<file path="src/rtl/rr_arbiter_4req.sv">
// Round-robin arbiter sharing one encoded resource between four requesters.
// A requester keeps its req bit high for as long as it owns the resource; the
// grant is registered, one-hot, and accompanied by its 2-bit binary index.
// After every release, priority rotates to the requester after the last owner.
// Successive grants are always separated by at least one idle cycle.
//
// Optional feature, enabled by defining ARB_TIMEOUT_EN:
//   A hold counter bounds how long an owner may keep the grant while another
//   requester is waiting. The grant is revoked after HOLD_MAX cycles, and
//   preempt pulses for one cycle. Without the macro, preempt is tied to 0.
module rr_arbiter_4req #(
    parameter int unsigned NREQ     = 4,
    parameter int unsigned HOLD_MAX = 8
) (
    input  logic            clk,
    input  logic            rst,
    input  logic [NREQ-1:0] req,
    output logic [NREQ-1:0] gnt,
    output logic [1:0]      gnt_idx,
    output logic            gnt_valid,
    output logic            preempt
);

    // The index width and the rotation arithmetic assume exactly four requesters.
    if (NREQ != 4) begin : g_bad_nreq
        $error("rr_arbiter_4req supports NREQ == 4 only");
    end
    if (HOLD_MAX < 2) begin : g_bad_hold
        $error("rr_arbiter_4req requires HOLD_MAX >= 2");
    end

    typedef enum logic [0:0] {
        StIdle,
        StGrant
    } state_e;

    state_e          r_state;
    state_e          w_state_next;
    logic [1:0]      r_ptr;
    logic [1:0]      w_ptr_next;
    logic [NREQ-1:0] r_gnt;
    logic [NREQ-1:0] w_gnt_next;
    logic [1:0]      r_gnt_idx;
    logic [1:0]      w_gnt_idx_next;
    logic            r_gnt_valid;
    logic            w_gnt_valid_next;

    logic            w_pick_valid;
    logic [1:0]      w_pick_idx;
    logic            w_owner_req;
    logic            w_others_req;

`ifdef ARB_TIMEOUT_EN
    localparam int unsigned HoldW = (HOLD_MAX > 1) ? $clog2(HOLD_MAX) : 1;
    localparam logic [HoldW-1:0] HoldLast = HoldW'(HOLD_MAX - 1);

    logic [HoldW-1:0] r_hold;
    logic [HoldW-1:0] w_hold_next;
    logic             r_preempt;
    logic             w_preempt_next;
`endif

    // Rotating search: the first requester at or after r_ptr (mod 4) wins.
    // Scanning from the far end lets the nearest candidate overwrite the rest.
    always_comb begin
        logic [1:0] cand;
        w_pick_valid = 1'b0;
        w_pick_idx   = r_ptr;
        cand         = r_ptr;
        for (int k = NREQ - 1; k >= 0; k--) begin
            cand = r_ptr + 2'(k);
            if (req[cand]) begin
                w_pick_valid = 1'b1;
                w_pick_idx   = cand;
            end
        end
    end

    // Owner's own request, and whether anyone else is waiting for the resource.
    always_comb begin
        w_owner_req  = req[r_gnt_idx];
        w_others_req = |(req & ~r_gnt);
    end

    // Next-state and next-output logic for the IDLE/GRANT controller.
    always_comb begin
        w_state_next     = r_state;
        w_ptr_next       = r_ptr;
        w_gnt_next       = r_gnt;
        w_gnt_idx_next   = r_gnt_idx;
        w_gnt_valid_next = r_gnt_valid;
`ifdef ARB_TIMEOUT_EN
        w_hold_next      = r_hold;
        w_preempt_next   = 1'b0;
`endif

        unique case (r_state)
            StIdle: begin
                // The pointer only moves on release/preempt, never here.
                if (w_pick_valid) begin
                    w_state_next     = StGrant;
                    w_gnt_next       = NREQ'(1) << w_pick_idx;
                    w_gnt_idx_next   = w_pick_idx;
                    w_gnt_valid_next = 1'b1;
`ifdef ARB_TIMEOUT_EN
                    w_hold_next      = '0;
`endif
                end
            end

            StGrant: begin
                if (!w_owner_req) begin
                    // Release: always pass through IDLE before the next grant.
                    w_state_next     = StIdle;
                    w_gnt_next       = '0;
                    w_gnt_idx_next   = 2'd0;
                    w_gnt_valid_next = 1'b0;
                    w_ptr_next       = r_gnt_idx + 2'd1;
`ifdef ARB_TIMEOUT_EN
                end else if (r_hold == HoldLast && w_others_req) begin
                    // Forced rotation: owner has used its full slot and
                    // someone else is waiting.
                    w_state_next     = StIdle;
                    w_gnt_next       = '0;
                    w_gnt_idx_next   = 2'd0;
                    w_gnt_valid_next = 1'b0;
                    w_ptr_next       = r_gnt_idx + 2'd1;
                    w_preempt_next   = 1'b1;
                end else if (r_hold != HoldLast) begin
                    // Saturate at HoldLast so a lone owner keeps the grant.
                    w_hold_next      = r_hold + HoldW'(1);
`endif
                end
            end

            default: begin
                w_state_next     = StIdle;
                w_gnt_next       = '0;
                w_gnt_idx_next   = 2'd0;
                w_gnt_valid_next = 1'b0;
            end
        endcase
    end

    // State and registered outputs; reset clears everything asynchronously.
    always_ff @(posedge clk or posedge rst) begin
        if (rst) begin
            r_state     <= StIdle;
            r_ptr       <= 2'd0;
            r_gnt       <= '0;
            r_gnt_idx   <= 2'd0;
            r_gnt_valid <= 1'b0;
        end else begin
            r_state     <= w_state_next;
            r_ptr       <= w_ptr_next;
            r_gnt       <= w_gnt_next;
            r_gnt_idx   <= w_gnt_idx_next;
            r_gnt_valid <= w_gnt_valid_next;
        end
    end

`ifdef ARB_TIMEOUT_EN
    // Hold counter and the one-cycle preempt pulse.
    always_ff @(posedge clk or posedge rst) begin
        if (rst) begin
            r_hold    <= '0;
            r_preempt <= 1'b0;
        end else begin
            r_hold    <= w_hold_next;
            r_preempt <= w_preempt_next;
        end
    end

    assign preempt = r_preempt;
`else
    assign preempt = 1'b0;
`endif

    assign gnt       = r_gnt;
    assign gnt_idx   = r_gnt_idx;
    assign gnt_valid = r_gnt_valid;

endmodule

</file>
<file path="config.mk">
export PLATFORM = sky130hd
export DESIGN_NAME = rr_arbiter_4req
export DESIGN_NICKNAME = d
export VERILOG_FILES = /design/src/rtl/rr_arbiter_4req.sv
export SDC_FILE = /design/constraint.sdc
export NUM_CORES = 1
export LEC_CHECK = 0
export ABC_AREA = 1
export BUFFER_PORTS_ARGS = -buffer_cell sky130_fd_sc_hd__buf_2
export CAP_MARGIN = 30
export CORE_MARGIN = 3
export CORE_UTILIZATION = 52
export DETAILED_ROUTE_END_ITERATION = 10
export PLACE_DENSITY = 0.76
export SLEW_MARGIN = 5
export SYNTH_ARGS = -nofsm -noshare
export SYNTH_HDL_FRONTEND = slang
export SYNTH_SLANG_ARGS = --single-unit
</file>
<file path="constraint.sdc">
create_clock -name clk -period 1.85 [get_ports clk]
set_input_delay 0.37 -clock clk [delete_from_list [all_inputs] [get_ports clk]]
set_output_delay 0.37 -clock clk [all_outputs]
set_load 0.005 [all_outputs]
</file>
==> results by group, run 1 <==
Worst setup path
  • Slowest cell on the critical path: dfrtp_1
  • Buffer and inverter count on the worst path: 0
  • CP Class: flop to flop
  • Crit path largest cell delay: 0.57 ns
  • Kind of start point of the critical path: flop
  • Crit path max fanout: 10
  • Worst endpoint data arrival time: 1.85 ns
  • Worst Setup SP: r_ptr[0]
  • Critical register-to-register path startpoint: r_ptr[0]
  • Data required time of the worst path: 2.06 ns
  • Worst-path cell chain: nand2_1 > nand3_1 > nand2_1 > nor2_2 > nand2_1 > nand2_1 > nand2_1 > nand2_1 > nand2_1 > nand2_1
  • Most common cell type on the critical path: nand2_1
  • Largest delay contributor family on the critical path: simple AND/OR/NAND/NOR gates
  • Endpoint type of the worst setup path: flop

Synthesis
  • Post-synth design cell area: 732 um2
  • Post-synthesis register bit count: 10
  • Yosys warning count: 0
  • Mean Syn Cell Area: 6.65 um2
  • Post-synthesis cell count: 110
  • Number of library cell types mapped by synthesis: 19
  • Post-synthesis net count: 116
  • Fraction of the yosys area taken by sequential cells: 34.2%

Detailed routing
  • Residual DRC count: 0
  • Count of routing violations after the opening detailed-route iteration: 21
  • Final antenna-violating net count: 0
  • First-pass iteration count of the detailed router: 4
  • Overall routed net length: 1470 um
  • Average via count per standard cell: 5.01
  • Routed vias: 692
  • Routed length per instance: 10.7 um

STA
  • Sum Neg Setup Slack: 0 ns
  • Clock Skews: 0.00660 ns
  • Total count of hold-check failures in the final report: 0
  • Setup repair after global routing missed its margin: no
  • F_max: 610 MHz
  • Final number of setup-violating endpoints: 0
  • Final worst path period share: 88.7%
  • Final number of max-transition violations: 0
  • Post-route minimum period: 1.64 ns

Global routing
  • Via count of the first global-routing pass: 559
  • Number of antenna violations at the first check in global routing: 0
  • Maximum number of pins on one net before global-route repair: 11
  • Total global routing track utilization: 17.0%
  • Met1 track demand over resource: 25.5%
  • Global-route met3 utilization: 6.22%
  • Gr ovfl total: 0
  • Most used routing layer: met1
  • Wire length of the first global-routing pass: 2430 um
  • Grt met2 use: 23.3%

Place
  • Post-detail-place hpwl: 1170 um
  • Routability congestion estimate from global placement: 0.790
  • Total cell area at the placement stage: 791 um2
  • Number of buffer cells added on primary ports: 12

Power and ir drop
  • Tot Pwr: 1.63 mW
  • Peak supply drop: 1110 uV
  • Power per cell area: 1970 nW/um2
  • Static power due to leakage: 0.494 nW

Run status
  • Result of the run: finished, final reports clean

Layout
  • Fraction of layout instances using a drive strength above 1: 27.4%
  • Design area: 827 um2
  • Total Nets Final: 131
  • Top library cells by usage in the layout, fill and taps aside: nand2_1, inv_1, buf_2
  • Most common library cell in the layout ignoring fill and taps: nand2_1
  • Layout-stage area growth over the synthesis result: 13.0%
  • Diode insertion count for antenna repair: 0

Clock tree
  • Number of gates given a new drive strength after cts: 0
  • Number of hold buffers added after CTS: 0
  • Number of H-tree branching levels: 1
  • Post-CTS setup-driven buffer insertion count: 0
  • Clock network latency to the later pin of the worst-skew pair: 0.27 ns
  • Clock buffer count from CTS: 3
  • Clock Sinks: 10
  • Clock transition at path regs: 0.07 ns
  • TritonCTS clock tree: done
  • CTS root buffer: clkbuf_4
  • Number of buffers on the longest clock path: 2

Floorplanning
  • Die area: 1890 um2
  • Standard-cell rows: 12
  • Ports placed on the boundary: 14
  • Core Footprint: 1220 um2
  • Starting utilization of the core area: 60.2%
  • Die extent in y: 43.5 um
  • Die span in x: 43.5 um

Flow run
  • Maximum capacitance violations: 0

Worst hold path
  • Hold WC Path Type: input pin to async pin
cell type report:
class                           instances  area, um2
Clock buffer                            4       36.3
Fill cell                             107        389
Inverter                               15       66.3
Multi-Input combinational cell         83        397
Sequential cell                        10        250
Tap cell                               14       17.5
Timing Repair Buffer                   12       60.1
cell usage after synthesis, drive strengths merged:
library cell	instances	area (um2)
nand2	56	243
inv	14	57.6
dfrtp	10	250
nand3	9	50.1
o21ai	8	51.3
a21oi	4	20.0
nor2	4	20.0
buf	2	18.8
clkinv	1	8.76
conb	1	3.75
xnor2	1	8.76
kinds of logic after synthesis:
family / share of synthesized area [%]
AND/OR/NAND/NOR: 42.7
buffers and inverters: 11.6
AO/OA/AOI/OAI: 9.74
flip-flops: 34.2
XOR/XNOR: 1.20
other: 0.512
final timing paths:
check                      slack (ns)  depth (start not counted)         to
min in group clk                 0.48                          2  gnt_valid
min reg2reg                      0.48                          2  gnt_valid
max in group asynchronous        1.54                          2    r_state
max reg2reg                      0.21                         10     gnt[2]
min                              0.05                          2     gnt[0]
max                              0.21                         10     gnt[2]
power breakdown:
part | total [mW] | internal, mW | leakage [nW] | switching, mW
combinational | 0.997 | 0.358 | 0.347 | 0.639
sequential | 0.432 | 0.317 | 0.126 | 0.115
clock | 0.199 | 0.120 | 0.0210 | 0.0793
total | 1.63 | 0.795 | 0.494 | 0.833
registers in the layout (all words and copies together) (netlist names):
register   flops
r_ptr          2
gnt_valid      1
r_state        1
gnt            4
gnt_idx        2
layer usage:
layer / routed length, um / up-vias
met5: 0 / -
met4: 8 / 0
met3: 112 / 2
met2: 647 / 28
met1: 705 / 300
li1: - / 362
stage by stage:
| step | hold slack (ns) | setup slack [ns] | instances | util, % |
|---|---|---|---|---|
| after detailed placement | 0.359 | 0.240 | 134 | 65.0 |
| final | 0.0490 | 0.209 | 138 | 68.0 |
| after global placement | 0.354 | 0.310 | 134 | 65.0 |
| after global routing | 0.0726 | 0.0452 | 138 | 68.0 |
| after floorplan | 0.210 | 0.501 | 110 | - |
| after CTS | 0.0611 | 0.221 | 138 | 68.0 |
Power figures use the tool's default switching activity.
==> inputs of run 2 (changes only) <==
--- a/config.mk
+++ b/config.mk
@@ -5,13 +5,13 @@
 export SDC_FILE = /design/constraint.sdc
 export NUM_CORES = 1
 export LEC_CHECK = 0
-export ABC_AREA = 1
 export BUFFER_PORTS_ARGS = -buffer_cell sky130_fd_sc_hd__buf_2
 export CAP_MARGIN = 30
-export CORE_MARGIN = 3
-export CORE_UTILIZATION = 52
+export CORE_AREA = 3 3 40 42
 export DETAILED_ROUTE_END_ITERATION = 10
-export PLACE_DENSITY = 0.76
+export DIE_AREA = 0 0 43 45
+export PLACE_DENSITY = 0.66
+export RECOVER_POWER = 25
 export SLEW_MARGIN = 5
 export SYNTH_ARGS = -nofsm -noshare
 export SYNTH_HDL_FRONTEND = slang
==> run 2 against run 1 <==
Sequential power down 3%. Register-to-register slack better by 0.04 ns. Cell area is 19% lower. Routed wire length shrank 23%. Critical path depth is 6 lower. Via count is 33% lower. Total power decreased by 40%. Flip-flop and latch count unchanged. Clock skew shrank 0.0017 ns. First-iteration DRC count down 67%. Worst hold slack improved by 0.021 ns.
==> results by group, run 2 <==
Detailed routing
  • First-pass iteration count of the detailed router: 4 (unchanged)
  • Average via count per standard cell: 5.36 (+6.8%)
  • Count of routing violations after the opening detailed-route iteration: 7 (-67%)
  • Routed length per instance: 13.0 um (+22%)
  • Final antenna-violating net count: 0 (unchanged)
  • Residual DRC count: 0 (unchanged)
  • Routed vias: 466 (-33%)
  • Overall routed net length: 1130 um (-23%)

Synthesis
  • Yosys warning count: 0 (unchanged)
  • Async set or reset register ratio after synthesis: 100% (unchanged)
  • Flip-flop cell with the highest count after synthesis: dfrtp_1
  • Post-synthesis net count: 64 (-45%)
  • Leading area contributor after synthesis: dfrtp_1
  • Count of flip-flops with a built-in enable after synthesis: 0 (unchanged)
  • Post-synthesis register bit count: 10 (unchanged)
  • Fraction of the yosys area taken by sequential cells: 43.8% (+9.6 points)
  • Post-synthesis cell count: 58 (-47%)
  • Number of library cell types mapped by synthesis: 29 (+10)
  • Post-synth design cell area: 572 um2 (-22%)
  • Leading cell types by count after synthesis: dfrtp_1, nand2_1, nand2b_1, o21ai_0
  • Most numerous cell in the Yosys netlist: dfrtp_1
  • Leading cell types by total area after synthesis: dfrtp_1, nand2b_1, mux4_2
  • Mean Syn Cell Area: 9.86 um2 (+48%)
  • Share of the synthesized area in the top cell type: 43.8% (+9.6 points)

Place
  • Post-detail-place hpwl: 851 um (-28%)
  • Post-placement cell count: 84 (-37%)
  • Routability congestion estimate from global placement: 0.788 (-0.18%)
  • Number of buffer cells added on primary ports: 12 (unchanged)

Clock tree
  • Clock transition at path regs: 0.06 ns (about the same)
  • Number of buffers on the longest clock path: 2 (unchanged)
  • Number of hold buffers added after CTS: 0 (unchanged)
  • Clock buffer count from CTS: 3 (unchanged)
  • Number of gates given a new drive strength after cts: 0 (unchanged)
  • CTS root buffer: clkbuf_4
  • Number of H-tree branching levels: 1 (unchanged)
  • Clock network latency to the later pin of the worst-skew pair: 0.26 ns (about the same)
  • Clock Sinks: 10 (unchanged)
  • TritonCTS clock tree: done
  • Post-CTS setup-driven buffer insertion count: 0 (unchanged)

Worst setup path
  • FF-to-FF End: gnt[3]
  • Data required time of the worst path: 2.00 ns (-0.06 ns)
  • Termination of the worst setup path: gnt[3]
  • Endpoint type of the worst setup path: flop
  • CP Class: flop to flop
  • Levels on crit path: 4 (-6)
  • Crit path largest cell delay: 0.58 ns (about the same)
  • Largest delay contributor family on the critical path: multiplexers
  • Crit path max fanout: 5 (-5)
  • Critical register-to-register path startpoint: gnt_idx[0]
  • Buffer and inverter count on the worst path: 0 (unchanged)
  • Worst endpoint data arrival time: 1.75 ns (-0.10 ns)
  • Worst Setup SP: gnt_idx[0]
  • Cell depth of the worst flop-to-flop path: 4 (-6)
  • Kind of start point of the critical path: flop
  • Worst-path cell chain: mux4_2 > nand2_1 > o21ai_1 > a32o_1
  • Slowest cell on the critical path: mux4_2
  • Worst R2R Setup Slack: 0.25 ns (+0.04 ns)

Floorplanning
  • Die extent in y: 45 um (+3.4%)
  • Die span in x: 43 um (-1.2%)
  • Ports placed on the boundary: 14 (unchanged)
  • Die area: 1940 um2 (+2.2%)
  • Core Footprint: 1280 um2 (+5.7%)
  • Starting utilization of the core area: 44.5% (-16 points)
  • Standard-cell rows: 13 (+1)

Layout
  • Number of inserted filler cells in the final layout: 127 (+19%)
  • Layout Utilization: 52.1% (-16 points)
  • Top library cells by usage in the layout, fill and taps aside: buf_2, dfrtp_1, nand2_1
  • Layout-stage area growth over the synthesis result: 17.1%
  • Total Nets Final: 80 (-39%)
  • Fraction of layout instances using a drive strength above 1: 29.2% (+1.7 points)
  • Most common library cell in the layout ignoring fill and taps: buf_2
  • Final instance count without filler cells: 87 (-37%)
  • Diode insertion count for antenna repair: 0 (unchanged)
  • Number of flip-flops under the largest register name: 4 (unchanged)

STA
  • Clock Skews: 0.00489 ns (-0.00171 ns)
  • Total count of hold-check failures in the final report: 0 (unchanged)
  • Setup repair after global routing missed its margin: no
  • Final number of max-transition violations: 0 (unchanged)
  • Sum Neg Setup Slack: 0 ns (unchanged)
  • Post-route minimum period: 1.60 ns (-0.0395 ns)
  • Final number of setup-violating endpoints: 0 (unchanged)
  • Final worst path period share: 86.5% (-2.1 points)
  • F_max: 625 MHz (+2.5%)

Global routing
  • Met1 track demand over resource: 15.8% (-9.7 points)
  • Most used routing layer: met2
  • Global-route met3 utilization: 7.17% (+0.95 points)
  • Total global routing track utilization: 13.2% (-3.8 points)
  • Grt met2 use: 20.7% (-2.6 points)
  • Maximum number of pins on one net before global-route repair: 11 (unchanged)
  • Gr ovfl total: 0 (unchanged)
  • Wire length of the first global-routing pass: 1830 um (-25%)
  • Via count of the first global-routing pass: 406 (-27%)
  • Number of antenna violations at the first check in global routing: 0 (unchanged)

Power and ir drop
  • Static power due to leakage: 0.313 nW (-37%)
  • Power per cell area: 1460 nW/um2 (-26%)
  • Peak supply drop: 772 uV (-31%)
  • Tot Pwr: 975 uW (-40%)

Run status
  • Result of the run: finished, final reports clean

Flow run
  • Maximum capacitance violations: 0 (unchanged)

Worst hold path
  • Hold WC Path Type: input pin to async pin
==> run 2: cell count changes in the layout (fill, tap and decap cells not counted), moves of 3 or more <==
cell	delta
inv_1	-11
nand2_1	-41
nor2b_1	+3
nand2b_1	+4
nand2_2	-7
o21ai_2	-3
nand3_1	-8
==> run 2: logic make-up (layout without fill, tap and decap cells) <==
kind of cell	after synthesis	count (layout)	share of synthesized area (%)
and+or+nand+nor	24	24	25.4
AOI/OAI and AO/OA	18	18	22.1
DFF	10	10	43.8
buffers and inverters	3	17	2.63
other	1	1	0.656
xor gates and xnor gates	1	1	1.53
muxes	1	1	3.94
==> run 2: how the worst min path moves through the flow <==
stage / from / end / cells after the start
6_report: rst / gnt[1] / 2
5_1_grt: rst / gnt[1] / 2
2_1_floorplan: rst / gnt[0] / 1
4_1_cts: rst / gnt[2] / 2
3_5_place_dp: rst / gnt[2] / 2
3_3_place_gp: rst / gnt[2] / 2
==> run 2: per-layer routing <==
metal,up-vias,share of wire (%)
li1,242,-
met1,212,45
met2,10,48
met3,2,5.6
met4,0,0.80
met5,-,0
==> run 2: layout make-up <==
class | count | area, um2 | share of cell area, %
well taps | 15 | 18.8 | 2.80
multi-input cells | 45 | 307 | 45.8
clock buffers | 3 | 22.5 | 3.36
inverters | 1 | 3.75 | 0.561
repair buffers | 13 | 67.6 | 10.1
flip-flops and latches | 10 | 250 | 37.4
==> run 2: per-stage QoR <==
| step | hold slack, ns | setup WS (ns) | area (um2) |
|---|---|---|---|
| final | 0.0695 | 0.249 | 669 |
| after global routing | 0.0908 | 0.171 | 669 |
| after CTS | 0.0762 | 0.240 | 669 |
| after detailed placement | 0.365 | 0.0920 | 647 |
| after global placement | 0.357 | 0.111 | 647 |
| after floorplan | 0.210 | 0.308 | 572 |
==> run 2: power breakdown <==
group	switching, mW	internal (mW)
combinational	0.196	0.215
clock	0.0687	0.0749
sequential	0.104	0.315
==> run 2: worst register-to-register path: stages, from the launching register on <==
cell     delay (ns)
dfrtp_1        0.44
mux4_2         0.58
nand2_1        0.11
o21ai_1        0.13
a32o_1         0.24
==> inputs of run 3 (changes only) <==
--- a/config.mk
+++ b/config.mk
@@ -10,7 +10,7 @@
 export CORE_AREA = 3 3 40 42
 export DETAILED_ROUTE_END_ITERATION = 10
 export DIE_AREA = 0 0 43 45
-export PLACE_DENSITY = 0.66
+export PLACE_DENSITY = 0.64
 export RECOVER_POWER = 25
 export SLEW_MARGIN = 5
 export SYNTH_ARGS = -nofsm -noshare
==> run 3 against run 2 <==
Count of clock-buffer cells in the layout is the same. Clock power about the same. Combinational power about the same. Sequential share of layout area did not move. Cell area unchanged. Global-route usage is 0.53 points lower. Fmax is 1.1% lower. Non-clock buffer count did not move.
==> results by group, run 3 (synthesis gave the netlist of run 2 again) <==
Detailed routing
  • Final antenna-violating net count: 0 (unchanged)
  • Residual DRC count: 0 (unchanged)
  • Average via count per standard cell: 5.43 (+1.3%)
  • Count of routing violations after the opening detailed-route iteration: 2 (-5)
  • Routed length per instance: 12.8 um (-1.6%)
  • Overall routed net length: 1110 um (-1.6%)
  • First-pass iteration count of the detailed router: 4 (unchanged)
  • Routed vias: 472 (+1.3%)

Clock tree
  • Number of H-tree branching levels: 1 (unchanged)
  • Clock transition at path regs: 0.06 ns (about the same)
  • Post-CTS setup-driven buffer insertion count: 0 (unchanged)
  • Number of gates given a new drive strength after cts: 0 (unchanged)
  • CTS root buffer: clkbuf_4
  • Clock buffer count from CTS: 3 (unchanged)
  • Number of hold buffers added after CTS: 0 (unchanged)
  • TritonCTS clock tree: done
  • Clock network latency to the later pin of the worst-skew pair: 0.26 ns (about the same)
  • Clock Sinks: 10 (unchanged)
  • Number of buffers on the longest clock path: 2 (unchanged)

Layout
  • Total Nets Final: 80 (unchanged)
  • Most common library cell in the layout ignoring fill and taps: buf_2
  • Layout-stage area growth over the synthesis result: 17.1% (unchanged)
  • Fraction of layout instances using a drive strength above 1: 29.2% (unchanged)
  • Top library cells by usage in the layout, fill and taps aside: buf_2, dfrtp_1, nand2_1
  • Number of flip-flops under the largest register name: 4 (unchanged)
  • Layout Utilization: 52.1% (unchanged)
  • Design area: 669 um2 (unchanged)
  • Diode insertion count for antenna repair: 0 (unchanged)

Power and ir drop
  • Power per cell area: 1460 nW/um2 (about the same)
  • Static power due to leakage: 0.313 nW (unchanged)
  • Net switching power: 369 uW (about the same)
  • Switching part of the total: 37.9% (about the same)
  • Peak supply drop: 714 uV (-7.5%)
  • Share of power burned in combinational logic: 42.1% (about the same)
  • Tot Pwr: 974 uW (about the same)
  • Proportion of power drawn by the clock network: 14.9% (+0.2 points)
  • Proportion of power drawn by flip-flops and latches: 43.1% (about the same)
  • Internal cell power: 605 uW (about the same)

Worst setup path
  • Crit path max fanout: 5 (unchanged)
  • Endpoint type of the worst setup path: flop
  • Critical register-to-register path startpoint: gnt_idx[0]
  • FF-to-FF End: gnt[3]
  • Worst endpoint data arrival time: 1.76 ns (about the same)
  • Worst R2R Setup Slack: 0.23 ns (-0.02 ns)
  • Cell depth of the worst flop-to-flop path: 4 (unchanged)
  • Kind of start point of the critical path: flop
  • Data required time of the worst path: 1.99 ns (about the same)
  • CP Class: flop to flop

Floorplanning
  • Die area: 1940 um2 (unchanged)
  • Core Footprint: 1280 um2 (unchanged)
  • Standard-cell rows: 13 (unchanged)
  • Ports placed on the boundary: 14 (unchanged)
  • Starting utilization of the core area: 44.5% (unchanged)
  • Die extent in y: 45 um (unchanged)
  • Die span in x: 43 um (unchanged)

Global routing
  • Number of antenna violations at the first check in global routing: 0 (unchanged)
  • Gr ovfl total: 0 (unchanged)
  • Total global routing track utilization: 12.6% (-0.53 points)
  • Wire length of the first global-routing pass: 1820 um (-0.38%)
  • Maximum number of pins on one net before global-route repair: 11 (unchanged)
  • Via count of the first global-routing pass: 435 (+7.1%)

STA
  • Setup repair after global routing missed its margin: no
  • Final worst path period share: 87.6% (+1.0 points)
  • Sum Neg Setup Slack: 0 ns (unchanged)
  • F_max: 617 MHz (-1.1%)
  • Final number of max-transition violations: 0 (unchanged)
  • Final number of setup-violating endpoints: 0 (unchanged)
  • Post-route minimum period: 1.62 ns (+0.0186 ns)
  • Total count of hold-check failures in the final report: 0 (unchanged)
  • Worst Setup Slack, final: 0.230 ns (-0.0186 ns)
  • Clock Skews: 0.00692 ns (+0.00203 ns)

Worst hold path
  • Hold WC Path Type: input pin to async pin

Place
  • Number of buffer cells added on primary ports: 12 (unchanged)
  • Worst Setup Slack post-DPL: 0.0981 ns (+0.00612 ns)
  • Total cell area at the placement stage: 647 um2 (unchanged)
  • Post-detail-place hpwl: 849 um (-0.20%)
  • Routability congestion estimate from global placement: 0.760 (-3.6%)

Run status
  • Result of the run: finished, final reports clean

Flow run
  • Maximum capacitance violations: 0 (unchanged)
run 3: final cells by class:
class / count / area, um2
multi-input cells: 45 / 307
fillers: 125 / 616
repair buffers: 13 / 67.6
well taps: 15 / 18.8
flip-flops and latches: 10 / 250
clock buffers: 3 / 22.5
inverters: 1 / 3.75
run 3: layer usage:
layer	global-route usage, %	vias up	share of wire [%]
met1	15.0	217	45
met2	22.5	12	48
met4	0	0	0
met5	0	-	0
li1	-	243	-
met3	5.98	0	6.4
run 3: power groups by stage:
stage / logic [mW] / clock network, mW / registers [mW]
2_1_floorplan: 0.299 / 0 / 0.392
3_3_place_gp: 0.411 / 0 / 0.422
3_5_place_dp: 0.412 / 0 / 0.424
4_1_cts: 0.414 / 0.150 / 0.420
5_1_grt: 0.467 / 0.161 / 0.438
6_report: 0.410 / 0.145 / 0.419
run 3: how the worst max path moves through the flow:
stage / slack (ns) / startpoint / cells after the start / endpoint
global placement: 0.11 / req[3] / 4 / gnt[3]
finish: 0.23 / gnt_idx[0] / 4 / gnt[3]
global route: 0.15 / gnt_idx[0] / 4 / gnt[3]
detailed placement: 0.1 / req[3] / 4 / gnt[3]
floorplan: 0.31 / req[3] / 3 / gnt[1]
CTS: 0.23 / gnt_idx[0] / 4 / gnt[3]
run 3: critical path, cell delays in order, from the launching register on:
cell	delay [ns]
dfrtp_1	0.45
mux4_2	0.58
nand2_1	0.11
o21ai_1	0.13
a32o_1	0.23
run 3: metrics by stage:
stage,hold slack (ns),std cells
detailed placement,0.364,84
global route,0.105,87
CTS,0.0809,87
global placement,0.358,84
floorplan,0.210,58
finish,0.0706,87
